**config.mk**
```make
export PLATFORM = sky130hd
export DESIGN_NAME = fifo_wr_arbiter_flat
export DESIGN_NICKNAME = d
export VERILOG_FILES = /design/src/rtl/fifo_arb_pkg.sv /design/src/rtl/fifo_wr_arbiter_if.sv /design/src/rtl/fifo_wr_arbiter_rr_pick.sv /design/src/rtl/fifo_wr_arbiter.sv /design/src/flat_wrapper.sv
export SDC_FILE = /design/constraint.sdc
export NUM_CORES = 1
export LEC_CHECK = 0
export CORE_ASPECT_RATIO = 1.75
export CORE_UTILIZATION = 42
export DETAILED_ROUTE_END_ITERATION = 8
export GPL_TIMING_DRIVEN = 0
export PLACE_DENSITY = 0.87
export SKIP_CTS_REPAIR_TIMING = 1
export SYNTH_ARGS = -nofsm -noshare
export SYNTH_HDL_FRONTEND = slang
export SYNTH_HIERARCHICAL = 1
export SYNTH_SLANG_ARGS = --single-unit
```
**constraint.sdc**
```tcl
create_clock -name clk -period 2.2 [get_ports clk]
set_input_delay 0.66 -clock clk [delete_from_list [all_inputs] [get_ports clk]]
set_output_delay 0.66 -clock clk [all_outputs]
set_load 0.02 [all_outputs]
```
**src/rtl/fifo_arb_pkg.sv**
```systemverilog
// Shared types and constants for the FIFO write-port arbiter.
package fifo_arb_pkg;
  typedef enum logic {IDLE = 1'b0, BURST = 1'b1} state_t;

  localparam int                WCNT_W   = 16;
  localparam logic [WCNT_W-1:0] WCNT_SAT = 16'hFFFF;

  function automatic logic [WCNT_W-1:0] sat_inc(input logic [WCNT_W-1:0] v);
    return (v == WCNT_SAT) ? v : v + 1'b1;
  endfunction
endpackage

```
**src/rtl/fifo_wr_arbiter_if.sv**
```systemverilog
// Requester / FIFO-write bundle; slave side is the arbiter.
interface fifo_wr_arbiter_if #(
  parameter int N_REQ      = 4,
  parameter int DATA_WIDTH = 8
) ();
  import fifo_arb_pkg::*;
  localparam int IDW = $clog2(N_REQ);

  logic [N_REQ-1:0]            req_valid;
  logic [N_REQ*DATA_WIDTH-1:0] req_data;
  logic [N_REQ-1:0]            req_last;
  logic [N_REQ-1:0]            req_ready;
  logic                        fifo_full;
  logic                        fifo_wr_en;
  logic [DATA_WIDTH-1:0]       fifo_wr_data;
  logic [IDW-1:0]              grant_id;
  logic                        busy;
  logic [WCNT_W-1:0]           write_count;

  modport master (
    output req_valid, req_data, req_last, fifo_full,
    input  req_ready, fifo_wr_en, fifo_wr_data, grant_id, busy, write_count
  );
  modport slave (
    input  req_valid, req_data, req_last, fifo_full,
    output req_ready, fifo_wr_en, fifo_wr_data, grant_id, busy, write_count
  );
endinterface

```
**src/rtl/fifo_wr_arbiter_rr_pick.sv**
```systemverilog
// Rotating priority pick: first set request at or after i_ptr, wrapping modulo N.
module rr_pick #(
  parameter  int N   = 4,
  localparam int IDW = $clog2(N)
) (
  input  logic [N-1:0]   i_req,
  input  logic [IDW-1:0] i_ptr,
  output logic [IDW-1:0] o_idx,
  output logic           o_any
);
  logic [IDW:0] w_pos;

  // Walk offsets from farthest to nearest so the nearest hit is the last write.
  always_comb begin
    o_idx = '0;
    o_any = |i_req;
    w_pos = '0;
    for (int k = N-1; k >= 0; k--) begin
      w_pos = {1'b0, i_ptr} + (IDW+1)'(k);
      if (w_pos >= (IDW+1)'(N)) w_pos = w_pos - (IDW+1)'(N);
      if (i_req[w_pos[IDW-1:0]]) o_idx = w_pos[IDW-1:0];
    end
  end
endmodule

```
**src/rtl/fifo_wr_arbiter.sv**
```systemverilog
// Round-robin burst arbiter sharing one FIFO write port among N_REQ requesters.
module fifo_wr_arbiter
  import fifo_arb_pkg::*;
#(
  parameter int N_REQ      = 4,
  parameter int DATA_WIDTH = 8,
  parameter int MAX_BURST  = 4
) (
  input logic            clk,
  input logic            rst_n,
  fifo_wr_arbiter_if.slave bus
);
  localparam int             IDW       = $clog2(N_REQ);
  localparam int             BCW       = $clog2(MAX_BURST+1);
  localparam logic [BCW-1:0] LAST_BEAT = BCW'(MAX_BURST-1);
  localparam logic [IDW-1:0] LAST_ID   = IDW'(N_REQ-1);

  state_t            r_state, w_state_nxt;
  logic [IDW-1:0]    r_rr_ptr, r_grant_id, w_pick_idx;
  logic [BCW-1:0]    r_beat_cnt;
  logic [WCNT_W-1:0] r_write_count;
  logic              w_pick_any, w_busy, w_xfer, w_end;

  rr_pick #(.N(N_REQ)) u_pick (
    .i_req (bus.req_valid),
    .i_ptr (r_rr_ptr),
    .o_idx (w_pick_idx),
    .o_any (w_pick_any)
  );

  assign w_busy = (r_state == BURST);
  assign w_xfer = w_busy & bus.req_valid[r_grant_id] & ~bus.fifo_full;
  assign w_end  = w_xfer & (bus.req_last[r_grant_id] | (r_beat_cnt == LAST_BEAT));

  always_comb begin
    w_state_nxt   = r_state;
    bus.req_ready = '0;
    case (r_state)
      IDLE:    if (w_pick_any) w_state_nxt = BURST;
      BURST: begin
        bus.req_ready[r_grant_id] = ~bus.fifo_full;
        if (w_end) w_state_nxt = IDLE;
      end
      default: w_state_nxt = IDLE;
    endcase
  end

  assign bus.fifo_wr_en   = w_xfer;
  assign bus.fifo_wr_data = bus.req_data[r_grant_id*DATA_WIDTH +: DATA_WIDTH];
  assign bus.grant_id     = r_grant_id;
  assign bus.busy         = w_busy;
  assign bus.write_count  = r_write_count;

  always_ff @(posedge clk or negedge rst_n) begin
    if (!rst_n) r_state <= IDLE;
    else        r_state <= w_state_nxt;
  end

  // write_count is reloaded every cycle so it always tracks its own next value.
  always_ff @(posedge clk or negedge rst_n) begin
    if (!rst_n) begin
      r_rr_ptr      <= '0;
      r_grant_id    <= '0;
      r_beat_cnt    <= '0;
      r_write_count <= '0;
    end else begin
      r_write_count <= w_xfer ? sat_inc(r_write_count) : r_write_count;
      if (r_state == IDLE && w_pick_any) begin
        r_grant_id <= w_pick_idx;
        r_beat_cnt <= '0;
      end else if (w_xfer) begin
        r_beat_cnt <= r_beat_cnt + 1'b1;
      end
      if (w_end) r_rr_ptr <= (r_grant_id == LAST_ID) ? '0 : r_grant_id + 1'b1;
    end
  end
endmodule

```
**src/flat_wrapper.sv**
```systemverilog
// flat-port wrapper written by rule: the top's interface ports become plain ports
module fifo_wr_arbiter_flat import fifo_arb_pkg::*;
#(
  parameter int N_REQ      = 4,
  parameter int DATA_WIDTH = 8,
  parameter int MAX_BURST  = 4
)
  (clk, rst_n, bus_req_valid, bus_req_data, bus_req_last, bus_fifo_full, bus_req_ready, bus_fifo_wr_en, bus_fifo_wr_data, bus_grant_id, bus_busy, bus_write_count);
  fifo_wr_arbiter_if #(.N_REQ(N_REQ), .DATA_WIDTH(DATA_WIDTH)) bus_i ();
  input logic clk;
  input logic rst_n;
  input wire logic [$bits(bus_i.req_valid)-1:0] bus_req_valid;
  input wire logic [$bits(bus_i.req_data)-1:0] bus_req_data;
  input wire logic [$bits(bus_i.req_last)-1:0] bus_req_last;
  input wire logic [$bits(bus_i.fifo_full)-1:0] bus_fifo_full;
  output wire logic [$bits(bus_i.req_ready)-1:0] bus_req_ready;
  output wire logic [$bits(bus_i.fifo_wr_en)-1:0] bus_fifo_wr_en;
  output wire logic [$bits(bus_i.fifo_wr_data)-1:0] bus_fifo_wr_data;
  output wire logic [$bits(bus_i.grant_id)-1:0] bus_grant_id;
  output wire logic [$bits(bus_i.busy)-1:0] bus_busy;
  output wire logic [$bits(bus_i.write_count)-1:0] bus_write_count;
  assign bus_i.req_valid = bus_req_valid;
  assign bus_i.req_data = bus_req_data;
  assign bus_i.req_last = bus_req_last;
  assign bus_i.fifo_full = bus_fifo_full;
  assign bus_req_ready = bus_i.req_ready;
  assign bus_fifo_wr_en = bus_i.fifo_wr_en;
  assign bus_fifo_wr_data = bus_i.fifo_wr_data;
  assign bus_grant_id = bus_i.grant_id;
  assign bus_busy = bus_i.busy;
  assign bus_write_count = bus_i.write_count;
  fifo_wr_arbiter #(.N_REQ(N_REQ), .DATA_WIDTH(DATA_WIDTH), .MAX_BURST(MAX_BURST)) u_core (.clk(clk), .rst_n(rst_n), .bus(bus_i));
endmodule
```
* Word level (Yosys, flattened, before mapping) *
Index checks and enable logic that the tools add are counted.

word-level totals
  bits of input ports = 43
  word-level logic and storage cells = 71
  register bits = 24

cells by class
  add/subtract/negate cells = 10
  eq/ne operators = 3
  bitwise operators = 8
  shifts and indexed selects = 1
  $lt $le $gt $ge = 10
  mux-type cells = 29
  reductions and logical operators = 5

operators with widths
  operator               count
  $shiftx 32x6->8        1
  $mux 2                 9
  $add 16x1->16 const B  1
  $eq 16x16->1 const B   1
  $lt 2x3->1 const B     5
  $bmux 1 s2             6
  $ge 3x3->1 const B     3
  $mux 1                 9
  $sub 2x1->2 const B    4
  $add 2x2->3 const B    2
  $mux 3                 2
  $and 4x4->4            1
  $mux 4                 1
  $reduce_or 4->1        1
  $add 2x1->3 const B    1
  $add 3x1->3 const B    1
  $and 1x1->1            3
  $eq 3x2->1 const B     1
  $ge 2x3->1 const B     1
  $not 1->1              3
  $add 2x1->2 const B    1
  $demux 1 s2            1
  $eq 2x2->1 const B     1
  $ge 2x1->1 const B     1
  other kinds (5)        6

* Logic depth before layout (Yosys ltp) *
Gate-level depths: netlist of the first run.

  depth after elaboration = 9
  mapped depth = 7
  mapped depth without buffers = 5

* Hierarchy *
The synthesis of the first run kept the hierarchy.

by module, submodules not included
  module           times used  sequential area each (sq um)  area an instance (sq um)  cells each
  fifo_wr_arbiter  1           600.6                         1597.8                    129
  rr_pick          1           0.0                           77.6                      13

* Least setup slack after synthesis of the first run *
OpenSTA, ideal clock, no wires.

  path type = register to output
  start = reg u_core.r_grant_id[0] (netlist: u_core/bus.grant_id[0])
  end = out bus_fifo_wr_data[0]
  setup slack = 0.042 ns
  buffers on the path = 1
  stages on the path, launching flop included = 3
  data required time = 1.540 ns
  arrival = 1.498 ns
  path through = dfrtp_1 buf_2 mux4_2

on the way
  word-level cells in the longest chain between the ends = 1

RTL lines
  element                 RTL line               source
  from (decl)             fifo_wr_arbiter.sv:19  logic [IDW-1:0] r_rr_ptr, r_grant_id, w_pick_idx;
  from (signal assigned)  fifo_wr_arbiter.sv:69  r_grant_id <= w_pick_idx;
  $shiftx 32x6->8         fifo_wr_arbiter.sv:49  assign bus.fifo_wr_data = bus.req_data[r_grant_id*DATA_WIDTH +: DATA_WIDTH];
  to (decl)               flat_wrapper.sv:18     output wire logic [$bits(bus_i.fifo_wr_data)-1:0] bus_fifo_wr_data;

No other way between the ends.

* Worst setup path after layout of the first run *
  start = in bus_req_valid[2]
  end = out bus_fifo_wr_en

on the way
  word-level cells in the longest chain between the ends = 4

RTL lines
  element                       RTL line               source
  from (decl)                   flat_wrapper.sv:12     input wire logic [$bits(bus_i.req_valid)-1:0] bus_req_valid;
  $bmux 1 s2                    fifo_wr_arbiter.sv:32  assign w_xfer = w_busy & bus.req_valid[r_grant_id] & ~bus.fifo_full;
  $mux 1 (not written as such)  fifo_wr_arbiter.sv:32
  $and 1x1->1 (2 in series)     fifo_wr_arbiter.sv:32
  to (decl)                     flat_wrapper.sv:17     output wire logic [$bits(bus_i.fifo_wr_en)-1:0] bus_fifo_wr_en;

No other way between the ends. The select of a mux whose other input is x is not followed.

==> qor.txt, run 1 <==
======================================================================================================
Run status                                                                                finished, violations left
Failing checks                                                                            negative setup slack
Biggest area contributors in the synthesized netlist                                      sky130_fd_sc_hd__dfrtp_1 36%, sky130_fd_sc_hd__mux4_2 13%, sky130_fd_sc_hd__xor2_1 6.8%
First-pass GRT wire length                                                                     6700 um
Standby leakage power                                                                          1.45 nW
DRC Markers                                                                                          0
Total standard cell area after synthesis                                                    1680 sq um
Ant. Diodes                                                                                          0
DPL Wire Length                                                                                3280 um
Routed Wire Length                                                                             4710 um
Port-buffer cells                                                                                   74
Number of antenna violations at the first check in global routing                                    0
Minimum setup slack in the final design                                                      -0.108 ns
Worst slew margin relative to its limit                                                          28.8%
Count of final setup violators                                                                       8
Final Hold Vio Count                                                                                 0
Worst vdd rail ir drop                                                                        0.787 mV
Total nets after synthesis                                                                         192
RSZ-0062 raised after global routing                                                               yes
Area of the core                                                                            3830 sq um
Most frequently used flop master after synthesis                                          sky130_fd_sc_hd__dfrtp_1
Async set or reset register ratio after synthesis                                                 100%
Clk buf depth                                                                                        2
Htree depth                                                                                          1
Clock tree from TritonCTS                                                                          yes
Sink count of the clock tree                                                                        24
Transition time at the pin with the least slew margin                                          1.06 ns
Total count of max-transition violations in the final report                                         0
Post-Layout Cell Count                                                                             274
Synth Register Bits                                                                                 24
Proportion of synthesized chip area in sequential cells                                          35.8%
Number of enable flip-flop cells after synthesis                                                     0
Utilization after layout                                                                         70.7%
Cell chosen for the clock root                                                            sky130_fd_sc_hd__clkbuf_8
R2r setup slk                                                                                  0.29 ns
Worst-case clock skew                                                                       0.00374 ns
Required @ worst endpoint                                                                      1.54 ns
Routed wire length per instance                                                                17.2 um
CP Launch Type                                                                            primary input
Y dimension of the die                                                                         85.6 um
Most common cell after layout, fill and taps aside                                        sky130_fd_sc_hd__dlymetal6s2s_1
Leading area contributor after synthesis                                                  sky130_fd_sc_hd__dfrtp_1
Die area                                                                                    4260 sq um
Routability congestion estimate from global placement                                            0.775
Share of layout cells above drive strength 1                                                     27.4%
DR vias                                                                                           1467
Maximum number of pins on one net before global-route repair                                        25
Maximum clock frequency                                                                        433 MHz
Area share of the largest cell type after synthesis                                              35.8%
Category of the worst setup path capture point                                             output port
Pre-antenna DRT Iters                                                                                4
Count of standard-cell rows                                                                         30
IO Count                                                                                            75
Critical Path AT                                                                               1.65 ns
Clock transition at the register clock pins on the worst setup and hold paths after CTS        0.08 ns
Post-layout minimum cycle time                                                                 2.31 ns
Number of warnings reported in the yosys synthesis log                                               6
Final antenna-violating net count                                                                    0
Total routing resource utilization after global routing                                          20.5%
Mean instance size in the synthesized netlist                                               11.8 sq um
Horizontal die dimension                                                                       49.7 um
Effective utilization at floorplan                                                               43.8%
Number of distinct library cell variants in the gate-level netlist after synthesis                  38
Commonest cells after routing, fill and taps aside                                        37 x sky130_fd_sc_hd__dlymetal6s2s_1, 24 x sky130_fd_sc_hd__clkdlybuf4s50_1, 22 x sky130_fd_sc_hd__dfrtp_1
Worst-path maximum fanout                                                                            5
DRC violation total after the first TritonRoute iteration                                           33
Post-synthesis to final-layout area growth                                                       61.5%
Power density over the cells                                                               943 nW/um^2
Via count of the first global-routing pass                                                        1480
Clock insertion delay at the later pin of the skew report                                      0.27 ns
Number of cells produced by synthesis                                                              142
Total global routing overflow                                                                        0
Max-Cap Viols                                                                                        0
Path type of the worst min-delay path                                                     flip-flop to flip-flop
Type of the worst setup path                                                              primary input to output port
Fraction of the cycle the final worst path needs                                                  105%
Via density per instance                                                                          5.35
Nets                                                                                               277
Placed Cells incl. Taps                                                                            264
Number of buffers created by CTS                                                                     3
======================================================================================================
## path summary, 6_finish.rpt
path	startpoint	to	cells past startpoint
max	bus_req_valid[2]	bus_fifo_wr_en	5
min	u_core/bus.write_count[5]	u_core/bus.write_count[5]	1
max reg2reg	u_core/bus.write_count[0]	u_core/bus.write_count[1]	7
min reg2reg	u_core/bus.write_count[5]	u_core/bus.write_count[5]	1
max in group asynchronous	rst_n	u_core/bus.grant_id[1]	1
min in group asynchronous	rst_n	u_core/bus.write_count[10]	1
## sequential cells by signal, indices dropped and copies added, names as in the netlist
signal,flops
u_core/bus.grant_id,2
u_core/bus.write_count,16
u_core/r_beat_cnt,3
u_core/bus.busy,1
u_core/r_rr_ptr,2
## per-layer routing
layer	global-route usage (%)	vias up	share of wire, %
met2	39.8	56	57
met1	20.9	708	36
met3	2.84	9	5.1
met5	0	-	0
met4	8.57	0	2.3
li1	-	694	-
## final cells by class
cell class	count	area, sq um
Buffer	7	73.8
Timing Repair Buffer	80	873
Tap cell	48	60.1
Fill cell	291	1120
Inverter	5	23.8
Clock buffer	4	55.1
Sequential cell	24	603
Multi-Input combinational cell	106	1020
## report_power, final
group	switching, mW	internal [mW]
logic	0.728	0.803
clock network	0.143	0.160
registers	0.159	0.558
total	1.03	1.52
## cells by family after synthesis
kind of cell | Yosys count | share of synthesized area, %
adders and majority gates | 7 | 5.23
buffers and inverters | 12 | 4.41
and+or+nand+nor | 48 | 15.8
muxes | 17 | 18.1
DFF | 24 | 35.8
xor gates and xnor gates | 14 | 7.32
AOI/OAI and AO/OA | 20 | 13.3
## per-stage QoR
stage	area (sq um)	setup slack, ns	power, mW	hold WS (ns)	TNS, ns
6_report	2710	-0.108	2.55	0.497	-0.457
5_1_grt	2710	-0.128	2.69	0.511	-0.776
4_1_cts	2530	-0.975	2.40	0.497	-9.37
3_5_place_dp	2480	-0.968	2.09	0.481	-10.39
3_3_place_gp	2480	-0.974	2.06	0.472	-9.96
2_1_floorplan	1680	0.0421	1.53	0.364	0
## worst max-delay path: stages
cell and delay, ns:
sky130_fd_sc_hd__dlymetal6s2s_1 0.16, sky130_fd_sc_hd__mux4_2 0.55, sky130_fd_sc_hd__nand2_8 0.11, sky130_fd_sc_hd__inv_6 0.04, sky130_fd_sc_hd__buf_6 0.12
## synthesized netlist by cell type, types with 2 or more instances
cell / instances
sky130_fd_sc_hd__xor2_1: 13
sky130_fd_sc_hd__nand2_1: 10
sky130_fd_sc_hd__and2_1: 5
sky130_fd_sc_hd__nor2_1: 6
sky130_fd_sc_hd__nor3_1: 2
sky130_fd_sc_hd__inv_1: 4
sky130_fd_sc_hd__and3_1: 3
sky130_fd_sc_hd__o21ai_0: 3
sky130_fd_sc_hd__buf_2: 2
sky130_fd_sc_hd__nand2b_1: 3
sky130_fd_sc_hd__mux2_2: 2
sky130_fd_sc_hd__dfrtp_1: 24
sky130_fd_sc_hd__a2111oi_2: 3
sky130_fd_sc_hd__ha_1: 7
sky130_fd_sc_hd__nand3_1: 10
sky130_fd_sc_hd__nand4_1: 3
sky130_fd_sc_hd__mux2_1: 4
sky130_fd_sc_hd__mux4_2: 10
sky130_fd_sc_hd__buf_6: 3
sky130_fd_sc_hd__a211oi_2: 7
No activity file was read; power rests on OpenSTA's default activity.
==> run 2, diff against run 1 <==
--- a/config.mk
+++ b/config.mk
@@ -9,7 +9,7 @@
 export CORE_UTILIZATION = 42
 export DETAILED_ROUTE_END_ITERATION = 8
 export GPL_TIMING_DRIVEN = 0
-export PLACE_DENSITY = 0.87
+export PLACE_DENSITY = 0.83
 export SKIP_CTS_REPAIR_TIMING = 1
 export SYNTH_ARGS = -nofsm -noshare
 export SYNTH_HDL_FRONTEND = slang
==> run 2 against run 1 <==
  * The run still ends with negative setup slack left
  * Register-to-register slack barely moved
  * Combinational power about the same
  * Die area unchanged
  * Clock skew down 0.0015 ns
  * Via count increased by 0.95%
  * Utilization rose by 0.20 points
  * Flip-flop and latch count is the same
  * Critical path type is now flip-flop to output port
  * Worst setup slack better by 0.059 ns
==> qor.txt, run 2 (synthesized netlist as in run 1, its figures left out) <==
======================================================================================================
Utilization after layout                                                                         70.9%   +0.20 points
Fraction of the cycle the final worst path needs                                                  102%   -2.7 points
Path type of the worst min-delay path                                                     flip-flop to flip-flop
Failing checks                                                                            negative setup slack
Clock insertion delay at the later pin of the skew report                                      0.27 ns   about the same
Final Hold Vio Count                                                                                 0   unchanged
Standby leakage power                                                                          1.43 nW   -1.6%
Required @ worst endpoint                                                                      1.54 ns   about the same
Via count of the first global-routing pass                                                        1468   -0.81%
Die area                                                                                    4260 sq um   unchanged
Fill cells                                                                                         297   +2.1%
Worst slack, placed                                                                          -0.946 ns   +0.0227 ns
Worst hold slack                                                                              0.500 ns   +0.00332 ns
Hold depth                                                                                           1   unchanged
Total placed instance area                                                                  2480 sq um   unchanged
Nets                                                                                               279   +0.72%
Port-buffer cells                                                                                   74   unchanged
Post-layout minimum cycle time                                                                 2.25 ns   -0.0586 ns
Post-synthesis to final-layout area growth                                                       62.0%
Met3 layer usage reported by global route                                                        4.08%   +1.2 points
Total count of max-transition violations in the final report                                         0   unchanged
Worst vdd rail ir drop                                                                        0.796 mV   +1.1%
Depth of the worst register-to-register path                                                         7   unchanged
Sink count of the clock tree                                                                        24   unchanged
First-pass GRT wire length                                                                     6490 um   -3.1%
Maximum clock frequency                                                                        445 MHz   +2.6%
Routed Wire Length                                                                             4360 um   -7.3%
DR vias                                                                                           1481   +0.95%
Type of the worst setup path                                                              flip-flop to output port
Count of standard-cell rows                                                                         30   unchanged
Worst-case clock skew                                                                       0.00225 ns   -0.00149 ns
Total routing resource utilization after global routing                                          20.2%   -0.22 points
IO Count                                                                                            75   unchanged
DRC violation total after the first TritonRoute iteration                                           30   -9.1%
Area of the core                                                                            3830 sq um   unchanged
Category of the worst setup path capture point                                             output port
Share of layout cells above drive strength 1                                                     30.7%   +3.3 points
Transition time at the pin with the least slew margin                                          1.06 ns   -0.00588 ns
Count of final setup violators                                                                       8   unchanged
Worst slew margin relative to its limit                                                          29.2%   +0.39 points
Horizontal die dimension                                                                       49.7 um   unchanged
Power density over the cells                                                               971 nW/um^2   +3.0%
Run status                                                                                finished, violations left
Effective utilization at floorplan                                                               43.8%   unchanged
Met1 Track Usage GR                                                                              19.8%   -1.0 points
Number of antenna violations at the first check in global routing                                    0   unchanged
Max-Cap Viols                                                                                        0   unchanged
Worst min-delay path startpoint                                                           u_core/bus.write_count[15]
Final non-filler cell area                                                                  2710 sq um   +0.28%
Clock tree from TritonCTS                                                                          yes
Total global routing overflow                                                                        0   unchanged
DPL Wire Length                                                                                3220 um   -1.7%
Pre-antenna DRT Iters                                                                                4   unchanged
Max reg flops                                                                                       16   unchanged
Ant. Diodes                                                                                          0   unchanged
Met2 Usage GRT                                                                                   38.5%   -1.4 points
Via density per instance                                                                          5.37   +0.22%
Routed wire length per instance                                                                15.8 um   -8.0%
Number of buffers created by CTS                                                                     3   unchanged
Y dimension of the die                                                                         85.6 um   unchanged
Final antenna-violating net count                                                                    0   unchanged
Routability congestion estimate from global placement                                            0.757   -2.3%
Clock transition at the register clock pins on the worst setup and hold paths after CTS        0.08 ns   about the same
Maximum number of pins on one net before global-route repair                                        25   unchanged
Startpoint of the worst register-to-register path                                         u_core/bus.write_count[0]
Most common cell after layout, fill and taps aside                                        sky130_fd_sc_hd__dlymetal6s2s_1
Htree depth                                                                                          1   unchanged
Pwr Total                                                                                      2.64 mW   +3.3%
RSZ-0062 raised after global routing                                                               yes
Clk buf depth                                                                                        2   unchanged
Critical Path AT                                                                               1.59 ns   -0.06 ns
Commonest cells after routing, fill and taps aside                                        33 x sky130_fd_sc_hd__dlymetal6s2s_1, 24 x sky130_fd_sc_hd__clkdlybuf4s50_1, 22 x sky130_fd_sc_hd__dfrtp_1
Global route hottest layer                                                                        met2
DRC Markers                                                                                          0   unchanged
CP Launch Type                                                                               flip-flop
Minimum setup slack in the final design                                                     -0.0497 ns   +0.0586 ns
Worst-path maximum fanout                                                                            6   +1
Critical path startpoint                                                                  u_core/bus.grant_id[0]
Cell chosen for the clock root                                                            sky130_fd_sc_hd__clkbuf_8
======================================================================================================
-- run 2: cell types whose count changed in the layout (fill, tap and decap cells not counted), moves of 2 or more --
| cell | previous run | this run |
|---|---|---|
| sky130_fd_sc_hd__and2_1 | 5 | 3 |
| sky130_fd_sc_hd__buf_4 | 7 | 12 |
| sky130_fd_sc_hd__and2_4 | 0 | 2 |
| sky130_fd_sc_hd__dlymetal6s2s_1 | 37 | 33 |
-- run 2: worst max-delay path: stages (launching register included) --
cell and delay, ns:
sky130_fd_sc_hd__dfrtp_2 0.46, sky130_fd_sc_hd__mux4_2 0.59, sky130_fd_sc_hd__nand2_8 0.12, sky130_fd_sc_hd__inv_8 0.04
sky130_fd_sc_hd__buf_6 0.12
-- run 2: layout make-up --
cell class	instances	area, sq um	share of cell area, %
buffer	7	68.8	2.54
clock buffer	3	41.3	1.52
clock inverter	1	30.0	1.11
inverter	5	26.3	0.968
multi-input combinational	106	1020	37.7
sequential	24	603	22.2
tap	48	60.1	2.21
timing repair buffer	82	862	31.8
-- run 2: final timing paths --
check | slack, ns | end
min | 0.50 | u_core/bus.write_count[15]
max in group asynchronous | 0.53 | u_core/bus.grant_id[0]
min reg2reg | 0.50 | u_core/bus.write_count[15]
max | -0.05 | bus_fifo_wr_en
max reg2reg | 0.29 | u_core/bus.write_count[1]
min in group asynchronous | 0.96 | u_core/bus.write_count[11]
-- run 2: through the flow --
step,std cells,setup TNS [ns]
2_1_floorplan,142,0
3_3_place_gp,264,-9.99
3_5_place_dp,264,-10.31
4_1_cts,268,-9.33
5_1_grt,276,-0.744
6_report,276,-0.247
-- run 2: per-layer routing --
| layer | part of all wire, % | up-vias |
|---|---|---|
| met1 | 36 | 715 |
| met2 | 56 | 67 |
| met4 | 1.7 | 0 |
| met5 | 0 | - |
| met3 | 6.0 | 6 |
| li1 | - | 693 |
-- run 2: where the power goes --
part           switching (mW)  internal, mW  leakage [nW]
sequential              0.146         0.558         0.303
combinational           0.722         0.826          1.09
clock                   0.142         0.243        0.0357
total                    1.01          1.63          1.43
